## src/rtl/load_store_unit_if.sv

```systemverilog
// Pipeline-side request/response and Wishbone-style bus signals of the load/store unit.
interface load_store_unit_if;
    logic        I_req;
    logic        I_we;
    logic [2:0]  I_funct3;
    logic [31:0] I_addr;
    logic [31:0] I_wdata;
    logic        O_busy;
    logic        O_done;
    logic [31:0] O_rdata;
    logic        O_exc;
    logic [1:0]  O_exc_cause;
    logic        O_bus_cyc;
    logic        O_bus_stb;
    logic        O_bus_we;
    logic [3:0]  O_bus_sel;
    logic [31:0] O_bus_addr;
    logic [31:0] O_bus_wdata;
    logic        I_bus_ack;
    logic [31:0] I_bus_rdata;

    // The load/store unit is the bus master.
    modport master (
        input  I_req, I_we, I_funct3, I_addr, I_wdata, I_bus_ack, I_bus_rdata,
        output O_busy, O_done, O_rdata, O_exc, O_exc_cause,
        output O_bus_cyc, O_bus_stb, O_bus_we, O_bus_sel, O_bus_addr, O_bus_wdata
    );

    // Surrounding pipeline plus memory slave.
    modport slave (
        output I_req, I_we, I_funct3, I_addr, I_wdata, I_bus_ack, I_bus_rdata,
        input  O_busy, O_done, O_rdata, O_exc, O_exc_cause,
        input  O_bus_cyc, O_bus_stb, O_bus_we, O_bus_sel, O_bus_addr, O_bus_wdata
    );
endinterface

```

## src/rtl/load_store_unit.sv

```systemverilog
// Memory-access stage: single-beat bus transaction with byte-lane steering,
// load extension, fault classification and bus timeout.
module load_store_unit #(
    parameter int unsigned TIMEOUT_CYCLES = 255
) (
    input  logic              I_clk,
    input  logic              I_rst,
    load_store_unit_if.master lsu
);
    typedef enum logic {ST_IDLE, ST_WAIT} state_t;

    state_t      state, state_nxt;
    logic [1:0]  sz, a;
    logic        illegal, misaligned, accept, fault, ack_hit, tmo_hit;
    logic [3:0]  sel_d;
    logic [31:0] wdata_d;
    logic [7:0]  ld_byte;
    logic [15:0] ld_half;
    logic [31:0] ld_val;

    logic        cyc_q, we_q, done_q, exc_q;
    logic [1:0]  cause_q, a_q;
    logic [2:0]  f3_q;
    logic [3:0]  sel_q;
    logic [31:0] addr_q, wdata_q, rdata_q, cnt_q;

    // Classify the incoming request: illegal funct3 takes priority over misalignment.
    always_comb begin
        sz = lsu.I_funct3[1:0];
        a  = lsu.I_addr[1:0];
        if (lsu.I_we)
            illegal = lsu.I_funct3[2] | (sz == 2'b11);
        else
            illegal = (sz == 2'b11) | (lsu.I_funct3[2] & sz[1]);
        misaligned = ((sz == 2'b01) & a[0]) | ((sz == 2'b10) & (a != 2'b00));
        accept = (state == ST_IDLE) & lsu.I_req & ~illegal & ~misaligned;
        fault  = (state == ST_IDLE) & lsu.I_req & (illegal | misaligned);
    end

    // Byte-lane enables and lane-replicated store data for the request.
    always_comb begin
        case (sz)
            2'b00: begin
                sel_d   = 4'b0001 << a;
                wdata_d = {4{lsu.I_wdata[7:0]}};
            end
            2'b01: begin
                sel_d   = a[1] ? 4'b1100 : 4'b0011;
                wdata_d = {2{lsu.I_wdata[15:0]}};
            end
            default: begin
                sel_d   = '1;
                wdata_d = lsu.I_wdata;
            end
        endcase
    end

    // Extract and extend load data from the slave using the registered request.
    always_comb begin
        ld_byte = lsu.I_bus_rdata[{a_q, 3'b000} +: 8];
        ld_half = a_q[1] ? lsu.I_bus_rdata[31:16] : lsu.I_bus_rdata[15:0];
        case (f3_q)
            3'b000:  ld_val = {{24{ld_byte[7]}}, ld_byte};
            3'b001:  ld_val = {{16{ld_half[15]}}, ld_half};
            3'b100:  ld_val = {24'b0, ld_byte};
            3'b101:  ld_val = {16'b0, ld_half};
            default: ld_val = lsu.I_bus_rdata;
        endcase
    end

    // WAIT exit conditions; an ack in the timeout cycle wins.
    always_comb begin
        ack_hit = (state == ST_WAIT) & lsu.I_bus_ack;
        tmo_hit = (state == ST_WAIT) & ~lsu.I_bus_ack & (TIMEOUT_CYCLES != 0)
                  & (cnt_q == TIMEOUT_CYCLES - 1);
    end

    // Next-state logic.
    always_comb begin
        state_nxt = state;
        case (state)
            ST_IDLE: if (accept) state_nxt = ST_WAIT;
            ST_WAIT: if (ack_hit || tmo_hit) state_nxt = ST_IDLE;
            default: state_nxt = ST_IDLE;
        endcase
    end

    // State register.
    always_ff @(posedge I_clk) begin
        if (I_rst) state <= ST_IDLE;
        else       state <= state_nxt;
    end

    // Bus fields, response pulses, load data and timeout counter.
    always_ff @(posedge I_clk) begin
        if (I_rst) begin
            cyc_q   <= 1'b0;
            we_q    <= 1'b0;
            sel_q   <= '0;
            addr_q  <= '0;
            wdata_q <= '0;
            f3_q    <= '0;
            a_q     <= '0;
            cnt_q   <= '0;
            done_q  <= 1'b0;
            exc_q   <= 1'b0;
            cause_q <= '0;
            rdata_q <= '0;
        end else begin
            done_q <= 1'b0;
            exc_q  <= 1'b0;
            if (fault) begin
                exc_q   <= 1'b1;
                cause_q <= illegal ? 2'b10 : 2'b01;
            end
            if (accept) begin
                cyc_q   <= 1'b1;
                we_q    <= lsu.I_we;
                sel_q   <= sel_d;
                addr_q  <= {lsu.I_addr[31:2], 2'b00};
                wdata_q <= wdata_d;
                f3_q    <= lsu.I_funct3;
                a_q     <= lsu.I_addr[1:0];
                cnt_q   <= '0;
            end
            if (ack_hit) begin
                cyc_q  <= 1'b0;
                done_q <= 1'b1;
                if (!we_q) rdata_q <= ld_val;
            end else if (tmo_hit) begin
                cyc_q   <= 1'b0;
                exc_q   <= 1'b1;
                cause_q <= 2'b11;
            end else if (state == ST_WAIT) begin
                cnt_q <= cnt_q + 1'b1;
            end
        end
    end

    assign lsu.O_busy      = accept | (state == ST_WAIT);
    assign lsu.O_done      = done_q;
    assign lsu.O_rdata     = rdata_q;
    assign lsu.O_exc       = exc_q;
    assign lsu.O_exc_cause = cause_q;
    assign lsu.O_bus_cyc   = cyc_q;
    assign lsu.O_bus_stb   = cyc_q;
    assign lsu.O_bus_we    = we_q;
    assign lsu.O_bus_sel   = sel_q;
    assign lsu.O_bus_addr  = addr_q;
    assign lsu.O_bus_wdata = wdata_q;
endmodule

```

## src/flat_wrapper.sv

```systemverilog
// flat-port wrapper written by rule: the top's interface ports become plain ports
module load_store_unit_flat 
#(
    parameter int unsigned TIMEOUT_CYCLES = 255
)
  (I_clk, I_rst, lsu_I_req, lsu_I_we, lsu_I_funct3, lsu_I_addr, lsu_I_wdata, lsu_I_bus_ack, lsu_I_bus_rdata, lsu_O_busy, lsu_O_done, lsu_O_rdata, lsu_O_exc, lsu_O_exc_cause, lsu_O_bus_cyc, lsu_O_bus_stb, lsu_O_bus_we, lsu_O_bus_sel, lsu_O_bus_addr, lsu_O_bus_wdata);
  load_store_unit_if lsu_i ();
  input  logic I_clk;
  input  logic I_rst;
  input wire logic [$bits(lsu_i.I_req)-1:0] lsu_I_req;
  input wire logic [$bits(lsu_i.I_we)-1:0] lsu_I_we;
  input wire logic [$bits(lsu_i.I_funct3)-1:0] lsu_I_funct3;
  input wire logic [$bits(lsu_i.I_addr)-1:0] lsu_I_addr;
  input wire logic [$bits(lsu_i.I_wdata)-1:0] lsu_I_wdata;
  input wire logic [$bits(lsu_i.I_bus_ack)-1:0] lsu_I_bus_ack;
  input wire logic [$bits(lsu_i.I_bus_rdata)-1:0] lsu_I_bus_rdata;
  output wire logic [$bits(lsu_i.O_busy)-1:0] lsu_O_busy;
  output wire logic [$bits(lsu_i.O_done)-1:0] lsu_O_done;
  output wire logic [$bits(lsu_i.O_rdata)-1:0] lsu_O_rdata;
  output wire logic [$bits(lsu_i.O_exc)-1:0] lsu_O_exc;
  output wire logic [$bits(lsu_i.O_exc_cause)-1:0] lsu_O_exc_cause;
  output wire logic [$bits(lsu_i.O_bus_cyc)-1:0] lsu_O_bus_cyc;
  output wire logic [$bits(lsu_i.O_bus_stb)-1:0] lsu_O_bus_stb;
  output wire logic [$bits(lsu_i.O_bus_we)-1:0] lsu_O_bus_we;
  output wire logic [$bits(lsu_i.O_bus_sel)-1:0] lsu_O_bus_sel;
  output wire logic [$bits(lsu_i.O_bus_addr)-1:0] lsu_O_bus_addr;
  output wire logic [$bits(lsu_i.O_bus_wdata)-1:0] lsu_O_bus_wdata;
  assign lsu_i.I_req = lsu_I_req;
  assign lsu_i.I_we = lsu_I_we;
  assign lsu_i.I_funct3 = lsu_I_funct3;
  assign lsu_i.I_addr = lsu_I_addr;
  assign lsu_i.I_wdata = lsu_I_wdata;
  assign lsu_i.I_bus_ack = lsu_I_bus_ack;
  assign lsu_i.I_bus_rdata = lsu_I_bus_rdata;
  assign lsu_O_busy = lsu_i.O_busy;
  assign lsu_O_done = lsu_i.O_done;
  assign lsu_O_rdata = lsu_i.O_rdata;
  assign lsu_O_exc = lsu_i.O_exc;
  assign lsu_O_exc_cause = lsu_i.O_exc_cause;
  assign lsu_O_bus_cyc = lsu_i.O_bus_cyc;
  assign lsu_O_bus_stb = lsu_i.O_bus_stb;
  assign lsu_O_bus_we = lsu_i.O_bus_we;
  assign lsu_O_bus_sel = lsu_i.O_bus_sel;
  assign lsu_O_bus_addr = lsu_i.O_bus_addr;
  assign lsu_O_bus_wdata = lsu_i.O_bus_wdata;
  load_store_unit #(.TIMEOUT_CYCLES(TIMEOUT_CYCLES)) u_core (.I_clk(I_clk), .I_rst(I_rst), .lsu(lsu_i));
endmodule
```

## config.mk

```make
export PLATFORM = sky130hd
export DESIGN_NAME = load_store_unit_flat
export DESIGN_NICKNAME = d
export VERILOG_FILES = /design/src/rtl/load_store_unit_if.sv /design/src/rtl/load_store_unit.sv /design/src/flat_wrapper.sv
export SDC_FILE = /design/constraint.sdc
export NUM_CORES = 1
export LEC_CHECK = 0
export CORE_MARGIN = 5
export CORE_UTILIZATION = 46
export CTS_CLUSTER_SIZE = 24
export DETAILED_ROUTE_END_ITERATION = 8
export PLACE_DENSITY = 0.89
export SLEW_MARGIN = 25
export SYNTH_ARGS = -nofsm -noshare
export SYNTH_HDL_FRONTEND = slang
export SYNTH_SLANG_ARGS = --single-unit
export TNS_END_PERCENT = 50
```

## constraint.sdc

```tcl
create_clock -name I_clk -period 2.09 [get_ports I_clk]
set_clock_uncertainty 0.05 [all_clocks]
set_input_delay 0.418 -clock I_clk [delete_from_list [all_inputs] [get_ports I_clk]]
set_output_delay 0.418 -clock I_clk [all_outputs]
set_load 0.02 [all_outputs]
```

---- Word-level counts from Yosys, hierarchy flattened ----
Index checks and enable logic that the tools add are counted.
W data, S select, Z words.
storage, ports and cells
  input bits .............................. 104
  logic and storage cells ................. 70
  register bits after elaboration ......... 142
operators by class
  $add $sub $neg .......................... 1
  reductions and logical operators ........ 6
  eq/ne operators ......................... 7
  shift operators ......................... 2
  mux-type cells .......................... 21
  bitwise logic cells ..................... 20
operators with widths
  kind                     number
  $mux W32                 4
  $pmux W32 S4             1
  $pmux W32 S2             1
  $add A32 B1 Y32 const B  1
  $eq A32 B8 Y1 const B    1
  $shiftx A32 B6 Y8        1
  $mux W16                 1
  $and A1 B1 Y1            10
  $mux W2                  4
  $pmux W4 S2              1
  $mux W1                  7
  $eq A3 B3 Y1 const B     2
  $not A1 Y1               5
  $or A1 B1 Y1             5
  $eq A2 B2 Y1 const B     2
  $mux W4                  1
  $shl A1 B2 Y4 const A    1
  $eq A3 B1 Y1 const B     1
  $logic_not A3 Y1         1
  $reduce_or A3 Y1         1
  $eq A2 B1 Y1 const B     1
  $logic_not A2 Y1         1
  $pmux W1 S2              1
  $reduce_and A2 Y1        1
  other kinds (2)          2

---- Depth between registers and ports, before layout ----
  word-level depth ........................ 10
  depth in mapped cells ................... 8
  depth with buffers taken out ............ 7

---- Least setup slack after synthesis ----
OpenSTA, ideal clock, no wires.
  path kind ............................... input port to output port
  start point ............................. input port lsu_I_addr[1]
  end point ............................... output port lsu_O_busy
  data required time ...................... 1.622 ns
  slack ................................... 0.072 ns
  buffers on the path ..................... 1
  cell stages on the path ................. 4
  data arrival time ....................... 1.550 ns
  cell sequence ........................... or4_4 > a21bo_2 > clkbuf_1 > nand2b_1
on the way
  cells in the longest elaborated chain, start to end .. 6
ends and longest elaborated chain
  what                RTL line                RTL
  start, declared     flat_wrapper.sv:13      input wire logic [$bits(lsu_i.I_addr)-1:0] lsu_I_addr;
  $reduce_bool A2 Y1  load_store_unit.sv:35   misaligned = ((sz == 2'b01) & a[0]) | ((sz == 2'b10) & (a != 2'b00));
  $and A1 B1 Y1       load_store_unit.sv:35
  $or A1 B1 Y1        load_store_unit.sv:35
  $not A1 Y1          load_store_unit.sv:36   accept = (state == ST_IDLE) & lsu.I_req & ~illegal & ~misaligned;
  $and A1 B1 Y1       load_store_unit.sv:36
  $or A1 B1 Y1        load_store_unit.sv:140  assign lsu.O_busy = accept | (state == ST_WAIT);
  end, declared       flat_wrapper.sv:17      output wire logic [$bits(lsu_i.O_busy)-1:0] lsu_O_busy;
Every way passes these cells.

---- Worst setup path after layout ----
  start point ............................. register u_core.state
  end point ............................... register u_core.cnt_q[27]
on the way
  cells in the longest elaborated chain, start to end .. 8
ends and longest elaborated chain
  what                         RTL line                RTL
  start, declared              load_store_unit.sv:12   state_t state, state_nxt;
  start signal, assigned       load_store_unit.sv:91   else state <= state_nxt;
  $not A1 Y1                   load_store_unit.sv:36
  $and A1 B1 Y1 (3 in series)  load_store_unit.sv:36
  $mux W32                     load_store_unit.sv:116  if (accept) begin
  $mux W32                     load_store_unit.sv:134  end else if (state == ST_WAIT) begin
  $mux W32                     load_store_unit.sv:130  end else if (tmo_hit) begin
  $mux W32 *                   load_store_unit.sv:126  if (ack_hit) begin
  end signal, assigned         load_store_unit.sv:135  cnt_q <= cnt_q + 1'b1;
  end, declared                load_store_unit.sv:25   logic [31:0] addr_q, wdata_q, rdata_q, cnt_q;
Every way passes the cells marked *; elsewhere a longest branch is shown, timed or not.
A chain may end at the register's enable or synchronous reset.

==> impl_metrics.ini <==
[drt]
avgViaCountPerCell = 5.71
wl_per_cell_um = 17.9
drc = 0
postRouteAntennaNets = 0
routed_wl_um = 21800
drtIter0Drc = 608
vias = 6943
firstDrtPassIters = 6

[global_routing]
grt_usage = 0.261
grt_pass1_wl_um = 34600
antenna_found_initial = 0
grt_start_max_net_pins = 83
first_global_vias = 6883
grt.met3_usage = 0.0917
grt_overflow = 0
met1_usage = 0.287
use_met2 = 0.452
busiest_layer = met2

[clocking]
cts_tree = built
holdBufCountCts = 0
root_buffer = clkbuf_16
cts.sinks = 142
ctsHtreeMaxLevel = 4
clkTransAtPathRegs_ps = 60
cts.path.max_buffers = 2
cts_inserted_buffers = 17
clkLatencyLatePin_ps = 420

[sta]
setup-violations-final = 0
rsz0062_at_grt = true
min_period_ps = 2040
maxSlewViolCount = 0
tightest_slew_ps = 602
finalCritPeriodShare = 0.978
worst_hold_slack_ps = 382
hold_viol_final = 0
slew_headroom = 0.599
clock.fmax_ghz = 0.489
final.setup.tns_ps = 0

[final_layout]
antennaDiodeCount = 0
drive_above_1_share = 0.135
finalNonFillerCells = 1217
final_util = 0.705
syn_to_final_growth_pct = 50.7
final_nets = 1130

[floorplanning]
start_util = 0.468
die-area_mm2 = 0.0166
die_w_um = 129
io_pins = 212
core-area_mm2 = 0.0139
die_h_um = 129
rows = 43

[yosys]
synth_cell_types = 58
ys_warn_count = 0
syn_area_mm2 = 0.00649
yosysSeqAreaShare = 0.438
post_synth.cell_area_avg_um2 = 8.17
syn_inst = 794
ys.flop_type = dfxtp_1
ys_async_sr_fraction = 0
synth-edff-count = 0
ys_ff_latch = 142

[worst_hold_path]
hold_depth = 4
holdPathEnd = u_core.lsu.O_bus_we$_SDFFE_PP0P_
hold_class = in -> reg
hp-start = lsu_I_we

[pwr]
clkPwrFrac = 0.431
pwr-share-seq = 0.410
switching_share = 0.248
pwr-share-comb = 0.159
ir_drop_mv = 0.646
power_uw = 7010
p_sw_uw = 1740
p_leak_uw = 0.00354
p_int_uw = 5270
power.density_mw_per_mm2 = 716

[setup_path]
cp.arrival_ps = 2350
cp_data_required_time_ps = 2390
reg2reg_depth = 8
r2r-end = u_core.cnt_q[27]$_SDFF_PP0_
crit_path_start_kind = flip-flop
end_kind = flip-flop
r2r_slack_ps = 50
worstSetupPathType = reg -> reg
path_max_fanout = 6
rr_startpoint = u_core.state$_SDFF_PP0_

[placement]
port_buffers = 209
dp_hpwl_um = 15000
dp_cells = 1181
gp_congestion = 0.903

[job]
maxCapViolCount = 0

[status]
status = complete, no violations
==> cell usage in the layout (no fill, tap or decap), types with 6 or more instances in the layout <==
cell type,n
o211ai_1,15
nor3_1,20
clkbuf_16,17
o21ai_0,21
or3_1,6
dlymetal6s2s_1,7
dfxtp_1,138
a21oi_1,79
o31ai_1,6
nand2_1,165
buf_4,56
inv_1,15
nor2_1,67
nand3_1,15
a211oi_1,27
clkdlybuf4s50_1,200
mux2i_1,16
nor3b_1,6
a221oi_1,7
a2bb2oi_1,7
a311oi_1,17
nand4_1,12
mux2_2,16
==> registers in the layout, summed over array words and instances (netlist names), 2 cells and up <==
signal and cells:
u_core.a_q 2, u_core.lsu.O_bus_addr 30, u_core.lsu.O_exc_cause 2, u_core.lsu.O_bus_wdata 32, u_core.f3_q 3, u_core.lsu.O_rdata 32
u_core.lsu.O_bus_sel 4, u_core.cnt_q 32
==> layout make-up <==
class                      instances  area (um^2)
tap                              180          225
fill                            1024         4100
timing repair buffer             273         2670
sequential                       142         2850
clock buffer                      26          509
clock inverter                     6         80.1
inverter                          16         60.1
multi-input combinational        574         3390
==> per-layer routing <==
metal,up-vias,routed length (um)
li1,3301,-
met1,3241,8010
met2,337,10800
met3,64,2160
met4,0,870
met5,-,0
==> critical path, stage by stage, from the launching register on <==
cell	delay (ps)
dfxtp_2	340
buf_6	120
nand3b_1	120
buf_4	170
nor4_4	250
buf_4	170
nand3_4	100
or4b_1	500
a21oi_1	150
==> how the worst max path moves through the flow <==
stage,start,endpoint,depth (start not counted)
floorplan,lsu_I_addr[1],lsu_O_busy,4
global placement,lsu_I_addr[1],lsu_O_busy,5
detailed placement,lsu_I_addr[1],lsu_O_busy,5
CTS,lsu_I_addr[1],lsu_O_busy,5
global route,u_core.state$_SDFF_PP0_,u_core.cnt_q[27]$_SDFF_PP0_,8
finish,u_core.state$_SDFF_PP0_,u_core.cnt_q[27]$_SDFF_PP0_,8
==> cell usage after synthesis, types with 6 or more instances <==
library cell	n	area (um^2)
nor3_1	20	100
nand2_1	165	619
nand4_1	12	75.1
o21ai_0	21	105
dfxtp_1	142	2840
a21oi_1	80	400
mux2_2	16	180
o211ai_1	15	113
a2bb2oi_1	7	61.3
nor2_1	68	255
or3_1	7	43.8
buf_2	8	40.0
buf_4	8	60.1
nor4_1	6	37.5
a211oi_1	27	203
nand3_1	15	75.1
clkbuf_1	44	165
inv_1	15	56.3
o31ai_1	6	45.0
a221oi_1	7	61.3
mux2i_1	16	160
nor3b_1	6	45.0
a311oi_1	17	149
==> power by group through the flow <==
stage	Sequential, uW	Clock [uW]	Combinational (uW)
floorplan	3040	0	387
global placement	2920	0	1070
detailed placement	2930	0	1090
CTS	2870	3050	1110
global route	2880	3180	1190
finish	2870	3020	1110
==> repair_timing <==
action | in CTS | in global routing
hold endpoints to repair | 0 | 0
pin swaps | 0 | 8
setup endpoints to repair | 74 | 121
setup buffers | 0 | 3
gates resized for setup | 8 | 24
gates cloned | 0 | 1
==> metrics by stage <==
step           cell area, um^2  worst slack [ps]
2_1_floorplan             6490              71.8
3_3_place_gp              9040              -728
3_5_place_dp              9040              -732
4_1_cts                   9650              -245
5_1_grt                   9780             -47.3
6_report                  9780              45.3
==> cells by family after synthesis <==
| kind of cell | after synthesis | share of synthesized area |
|---|---|---|
| AO/OA/AOI/OAI | 198 | 0.201 |
| buffers and inverters | 79 | 0.0519 |
| multiplexers | 33 | 0.0559 |
| adder cells (fa/ha/maj) | 2 | 0.00386 |
| other | 1 | 0.000578 |
| flip-flops | 142 | 0.438 |
| AND/OR/NAND/NOR | 339 | 0.249 |
Power figures use the tool's default switching activity.
